File: src/rtl/tbec_pkg.sv
// Shared TBEC definitions: status codes, codeword field offsets and the
// check-bit generator used by both the encoder and the decoder.
package tbec_pkg;

   typedef enum logic [1:0] {
      ST_CLEAN      = 2'b00,
      ST_CORR_DATA  = 2'b01,
      ST_CORR_CHECK = 2'b10,
      ST_UNCORR     = 2'b11
   } tbec_status_e;

   localparam int DATA_LSB  = 16;
   localparam int DATA_W    = 16;
   localparam int CHECK_LSB = 0;
   localparam int CHECK_W   = 16;
   localparam int DI_LSB    = 12;
   localparam int P_LSB     = 8;
   localparam int X_LSB     = 0;

   // Codeword data field is letter-interleaved; the data word is letter-major.
   function automatic logic [15:0] code_to_data(input logic [15:0] cd);
      logic [15:0] dw;
      dw = '0;
      for (int l = 0; l < 4; l++)
         for (int p = 0; p < 4; p++)
            dw[15-4*l-p] = cd[15-4*p-l];
      return dw;
   endfunction

   // Index 0..3 of a/b/c/e is position 1..4 of letter A/B/C/D.
   function automatic logic [15:0] tbec_check(input logic [15:0] d);
      logic [3:0]  a, b, c, e;
      logic [15:0] chk;
      for (int p = 0; p < 4; p++) begin
         a[p] = d[15-p];
         b[p] = d[11-p];
         c[p] = d[7-p];
         e[p] = d[3-p];
      end
      chk = '0;
      chk[DI_LSB +: 4] = {a[0]^b[1]^c[0]^e[1], a[3]^b[2]^c[3]^e[2],
                          a[1]^b[0]^c[1]^e[0], a[2]^b[3]^c[2]^e[3]};
      chk[P_LSB +: 4]  = {a[0]^a[1]^b[0]^b[1], c[2]^c[3]^e[2]^e[3],
                          c[0]^c[1]^e[0]^e[1], a[2]^a[3]^b[2]^b[3]};
      chk[X_LSB +: 8]  = {a[0]^a[2], a[1]^a[3], b[0]^b[2], b[1]^b[3],
                          c[0]^c[2], c[1]^c[3], e[0]^e[2], e[1]^e[3]};
      return chk;
   endfunction

endpackage

File: src/rtl/tbec_syndrome_classify.sv
// Maps a 16-bit TBEC syndrome to a data flip mask and a status code.
module tbec_syndrome_classify
   import tbec_pkg::*;
(
   input  logic [15:0] syn_i,
   output logic [15:0] flip_o,
   output logic [1:0]  status_o
);

   // A correctable data error has exactly the syndrome of that bit's column.
   always_comb begin
      flip_o   = '0;
      status_o = ST_UNCORR;
      if (syn_i == '0) begin
         status_o = ST_CLEAN;
      end else if ($onehot(syn_i)) begin
         status_o = ST_CORR_CHECK;
      end else begin
         for (int i = 0; i < 16; i++) begin
            if (syn_i == tbec_check(16'(1) << i)) begin
               flip_o   = 16'(1) << i;
               status_o = ST_CORR_DATA;
            end
         end
      end
   end

endmodule

File: src/rtl/tbec_decoder.sv
// Two-stage TBEC decoder with valid/ready handshake and saturating
// corrected/uncorrectable word counters.
module tbec_decoder
   import tbec_pkg::*;
#(
   parameter int CNT_W = 16
) (
   input  logic             clk,
   input  logic             rst_n,
   input  logic             in_valid_i,
   output logic             in_ready_o,
   input  logic [31:0]      in_code_i,
   output logic             out_valid_o,
   input  logic             out_ready_i,
   output logic [15:0]      out_data_o,
   output logic [1:0]       out_status_o,
   input  logic             cnt_clear_i,
   output logic [CNT_W-1:0] corr_cnt_o,
   output logic [CNT_W-1:0] uncorr_cnt_o
);

   logic             adv;
   logic [15:0]      in_dw;
   logic             s1_vld_q;
   logic [15:0]      s1_data_q;
   logic [15:0]      s1_syn_q;
   logic [15:0]      flip;
   logic [1:0]       status;
   logic             out_valid_q;
   logic [15:0]      out_data_q;
   logic [1:0]       out_status_q;
   logic [CNT_W-1:0] corr_cnt_q, corr_cnt_d;
   logic [CNT_W-1:0] uncorr_cnt_q, uncorr_cnt_d;

   // The whole pipeline moves as one; a stalled output freezes both stages.
   assign adv        = !out_valid_q || out_ready_i;
   assign in_ready_o = adv;
   assign in_dw      = code_to_data(in_code_i[DATA_LSB +: DATA_W]);

   // Stage 1: received data word and syndrome
   always_ff @(posedge clk or negedge rst_n) begin
      if (!rst_n) begin
         s1_vld_q <= 1'b0;
      end else if (adv) begin
         s1_vld_q <= in_valid_i;
      end
   end

   always_ff @(posedge clk) begin
      if (adv) begin
         s1_data_q <= in_dw;
         s1_syn_q  <= tbec_check(in_dw) ^ in_code_i[CHECK_LSB +: CHECK_W];
      end
   end

   tbec_syndrome_classify u_classify (
      .syn_i    (s1_syn_q),
      .flip_o   (flip),
      .status_o (status)
   );

   // Stage 2: corrected word and status
   always_ff @(posedge clk or negedge rst_n) begin
      if (!rst_n) begin
         out_valid_q  <= 1'b0;
         out_data_q   <= '0;
         out_status_q <= ST_CLEAN;
      end else if (adv) begin
         out_valid_q  <= s1_vld_q;
         out_data_q   <= s1_data_q ^ flip;
         out_status_q <= status;
      end
   end

   always_comb begin
      corr_cnt_d   = corr_cnt_q;
      uncorr_cnt_d = uncorr_cnt_q;
      if (adv && s1_vld_q) begin
         if ((status == ST_CORR_DATA || status == ST_CORR_CHECK) && corr_cnt_q != '1)
            corr_cnt_d = corr_cnt_q + CNT_W'(1);
         if (status == ST_UNCORR && uncorr_cnt_q != '1)
            uncorr_cnt_d = uncorr_cnt_q + CNT_W'(1);
      end
      if (cnt_clear_i) begin
         corr_cnt_d   = '0;
         uncorr_cnt_d = '0;
      end
   end

   always_ff @(posedge clk or negedge rst_n) begin
      if (!rst_n) begin
         corr_cnt_q   <= '0;
         uncorr_cnt_q <= '0;
      end else begin
         corr_cnt_q   <= corr_cnt_d;
         uncorr_cnt_q <= uncorr_cnt_d;
      end
   end

   assign out_valid_o  = out_valid_q;
   assign out_data_o   = out_data_q;
   assign out_status_o = out_status_q;
   assign corr_cnt_o   = corr_cnt_q;
   assign uncorr_cnt_o = uncorr_cnt_q;

endmodule
File: config.mk
export PLATFORM = sky130hd
export DESIGN_NAME = tbec_decoder
export DESIGN_NICKNAME = d
export VERILOG_FILES = /design/src/rtl/tbec_pkg.sv /design/src/rtl/tbec_syndrome_classify.sv /design/src/rtl/tbec_decoder.sv
export SDC_FILE = /design/constraint.sdc
export NUM_CORES = 1
export LEC_CHECK = 0
export ABC_CLOCK_PERIOD_IN_PS = 4550
export BUFFER_PORTS_ARGS = -buffer_cell sky130_fd_sc_hd__buf_4
export CORE_UTILIZATION = 51
export DETAILED_ROUTE_END_ITERATION = 6
export HOLD_SLACK_MARGIN = 0.06
export PLACE_DENSITY_LB_ADDON = 0.2
export SLEW_MARGIN = 10
export SYNTH_ARGS = -nofsm -noshare
export SYNTH_HDL_FRONTEND = slang
export SYNTH_HIERARCHICAL = 1
export SYNTH_SLANG_ARGS = --single-unit
export TNS_END_PERCENT = 30
File: constraint.sdc
create_clock -name clk -period 4.55 [get_ports clk]
set_input_delay 0.455 -clock clk [delete_from_list [all_inputs] [get_ports clk]]
set_output_delay 0.455 -clock clk [all_outputs]
set_load 0.02 [all_outputs]
==> metrics.cfg <==
[synthesis]
synth_fp_nets = 589
synth_top_area_share_pct = 24.8
synth_edf_count = 32
synth-xor-area-share_pct = 9.36
yosysSeqAreaShare_pct = 43.2
synth_area_mm2 = 0.00524
synth_top_family_by_area = simple AND/OR/NAND/NOR gates
synth_seq_cells = 84
yosysTopAreaCell = dfrtp_1
synth_compound_area_share_pct = 8.53
synth_fa_ha_area_share_pct = 11.7
netlist-cell-type-count = 51
synthTopCellsByArea = dfrtp_1 25%, edfxtp_1 18%, xnor2_1 9.4%
yosys.area_share.simple_pct = 20.4
syn-instance-count = 509
synthMuxAreaShare_pct = 2.99
avgSynthCellArea_um2 = 10.3
async_flop_share_pct = 61.9
ys_warn_count = 6
synth_ff_type = dfrtp_1

[clocking]
root_buffer = clkbuf_8
cts.sinks = 84
cts_tree = built
cts_max_path_buffers = 2
htreeDepth = 3
cts_buffers = 9
clk_pin_slew_ps = 90
holdBufCountCts = 0
clock_latency_ps = 360

[drt]
drt-pass1-iter-count = 5
drt_iter0_drc = 169
ant_nets = 0
drc = 0
wire_per_inst_um = 16.5
vias = 4479
drt-vias-per-instance = 5.58
routed_wl_mm = 13.2

[placed_design]
portBuffers = 88
post-dp-hpwl_mm = 9.27
placed_cells = 753
finalWeightedCongestion = 0.885
post_dp_cell_area_mm2 = 0.00635

[setup_path]
crit_required_ps = 4850
arrival_ps = 5160
start_kind = register
crit_type = register to register
worst_setup_path_end_kind = register
worstPathMaxFanout = 5

[global_routing]
grt_usage_pct = 25.5
grt_pass1_vias = 4257
antenna_found_initial = 0
grt_pass1_wl_mm = 20.5
grt_max_degree = 53
grt-ovfl-total = 0

[die]
die_w_um = 103
core_region_area_mm2 = 0.00986
pin_count = 89
start_util_pct = 53.1
fp.dieArea_mm2 = 0.0107
std_cell_rows = 36
die_h_um = 103

[power_and_ir_drop]
power.leakage_nw = 2.90
switching_power_w = 0.00136
pwr-share-clk_pct = 14.9
ir_drop_v = 0.000297
seqPwrFrac_pct = 27.9
power.density_mw_per_mm2 = 473
p_sw_share_pct = 40.4
p_int_w = 0.00200
comb_power_share_pct = 57.2

[cells_and_area]
layout_commonest_cell = buf_4
finish.instance_area_mm2 = 0.00711
n_antenna_cell = 0
layout_common_cells = 149 x buf_4, 56 x xnor2_1, 52 x dfrtp_1
nNetsFinal = 744
drive_gt1_share_pct = 38.7
areaGrowthSynthToFinish_pct = 35.7
final_cells = 802

[hold_path]
hold_class = input pin to asynchronous set/reset pin

[sta]
post-route-period-util_pct = 107
hold_violations = 0
period_minus_slack_ps = 4860
worst_pin_slew_ps = 865
setup-violations-final = 30
skew_ps = 13.6
clock.fmax_ghz = 0.206
max_slew_margin_pct = 42.0
maxSlewViolCount = 0
setup_ws_ps = -315
rsz0062_at_grt = true

[outcome]
violations = negative setup slack
outcome = finished with violations

[job]
drv_cap = 0

cell families (layout without fill, tap and decap cells):
family | count (synthesis) | count (layout)
AO/OA/AOI/OAI | 71 | 71
XOR/XNOR | 56 | 56
adder cells (fa/ha/maj) | 43 | 43
buffers and inverters | 53 | 213
flip-flops | 84 | 84
multiplexers | 14 | 14
AND/OR/NAND/NOR | 188 | 188
synthesized netlist by cell type, types with 3 or more instances:
cell type	count
xnor2_1	56
dfrtp_1	52
inv_1	42
nor2_1	38
a21oi_1	36
ha_1	33
edfxtp_1	32
nand2_1	28
nor4_1	16
nand4_1	14
mux2_2	13
nand3_1	13
o31ai_1	12
nor3_1	11
or4_1	11
fa_1	10
clkbuf_1	9
nor2b_1	9
and3_1	8
o21ai_0	6
or3_1	6
a211oi_1	4
nand3b_1	4
nor3b_1	4
and2_1	3
nand2b_1	3
o22ai_1	3
what timing repair did:
action / CTS / global route
gates resized for setup: 33 / 37
cloned: 0 / 1
pin swaps: 8 / 11
buffers inserted: 22 / 11
setup endpoints to repair: 31 / 36
power groups by stage:
stage	Clock, W	Sequential (W)	Combinational, W
floorplan	0	0.000983	0.000978
global placement	0	0.000946	0.00139
detailed placement	0	0.000949	0.00147
CTS	0.000516	0.000936	0.00166
global route	0.000543	0.000950	0.00212
finish	0.000502	0.000938	0.00192
metal layers:
metal | global-route usage, % | vias up | part of all wire (%)
met5 | 0 | - | 0
met4 | 9.10 | 0 | 2.7
met3 | 4.97 | 33 | 3.9
met2 | 46.4 | 157 | 53
met1 | 29.8 | 2157 | 41
li1 | - | 2132 | -
state kept, by name (all words and copies together), names as in the netlist:
register,count
out_valid_o,1
s1_data_q,16
s1_vld_q,1
corr_cnt_o,16
out_data_o,16
s1_syn_q,16
out_status_o,2
uncorr_cnt_o,16
worst paths after layout:
check                                startpoint          endpoint  slack (ps)  depth (start not counted)
max in group asynchronous                 rst_n    out_data_o[13]        3980                          1
min in group clk                  in_code_i[25]      s1_data_q[6]         290                          1
worst min register to register  out_status_o[1]   out_status_o[1]         530                          1
worst min-delay path                      rst_n  uncorr_cnt_o[13]         110                          1
worst max-delay path                s1_syn_q[3]     corr_cnt_o[9]        -310                         18
worst max register to register      s1_syn_q[3]     corr_cnt_o[9]        -310                         18
worst max-delay path, cell delays in order (launching register included):
cell and delay, ps:
edfxtp_1 450, inv_2 90, ha_4 280, inv_2 30, fa_1 450, fa_1 490
fa_1 510, inv_2 50, ha_4 160, fa_2 370, and3_4 170, o2111ai_4 250
o22ai_4 120, ha_4 270, and2_4 140, nand4_1 170, buf_6 210, or4_4 480
a21oi_2 130
area by class of cell:
class	count	area [um^2]
timing repair buffer	155	1180
sequential	84	2260
clock inverter	7	56.3
tap	133	166
clock buffer	9	124
inverter	42	158
fill	733	2760
multi-input combinational	372	3160
through the flow:
step | TNS [ps] | hold WS [ps] | setup slack (ps) | total power (W) | utilization, %
floorplan | -621 | 159 | -106 | 0.00196 | -
global placement | -3880 | 506 | -232 | 0.00233 | 64.4
global route | -12590 | 163 | -495 | 0.00361 | 72.0
CTS | -2810 | 134 | -208 | 0.00311 | 69.1
detailed placement | -8420 | 521 | -379 | 0.00242 | 64.4
finish | -5980 | 112 | -315 | 0.00336 | 72.0
Note: power is estimated with default switching activity, not from simulation.
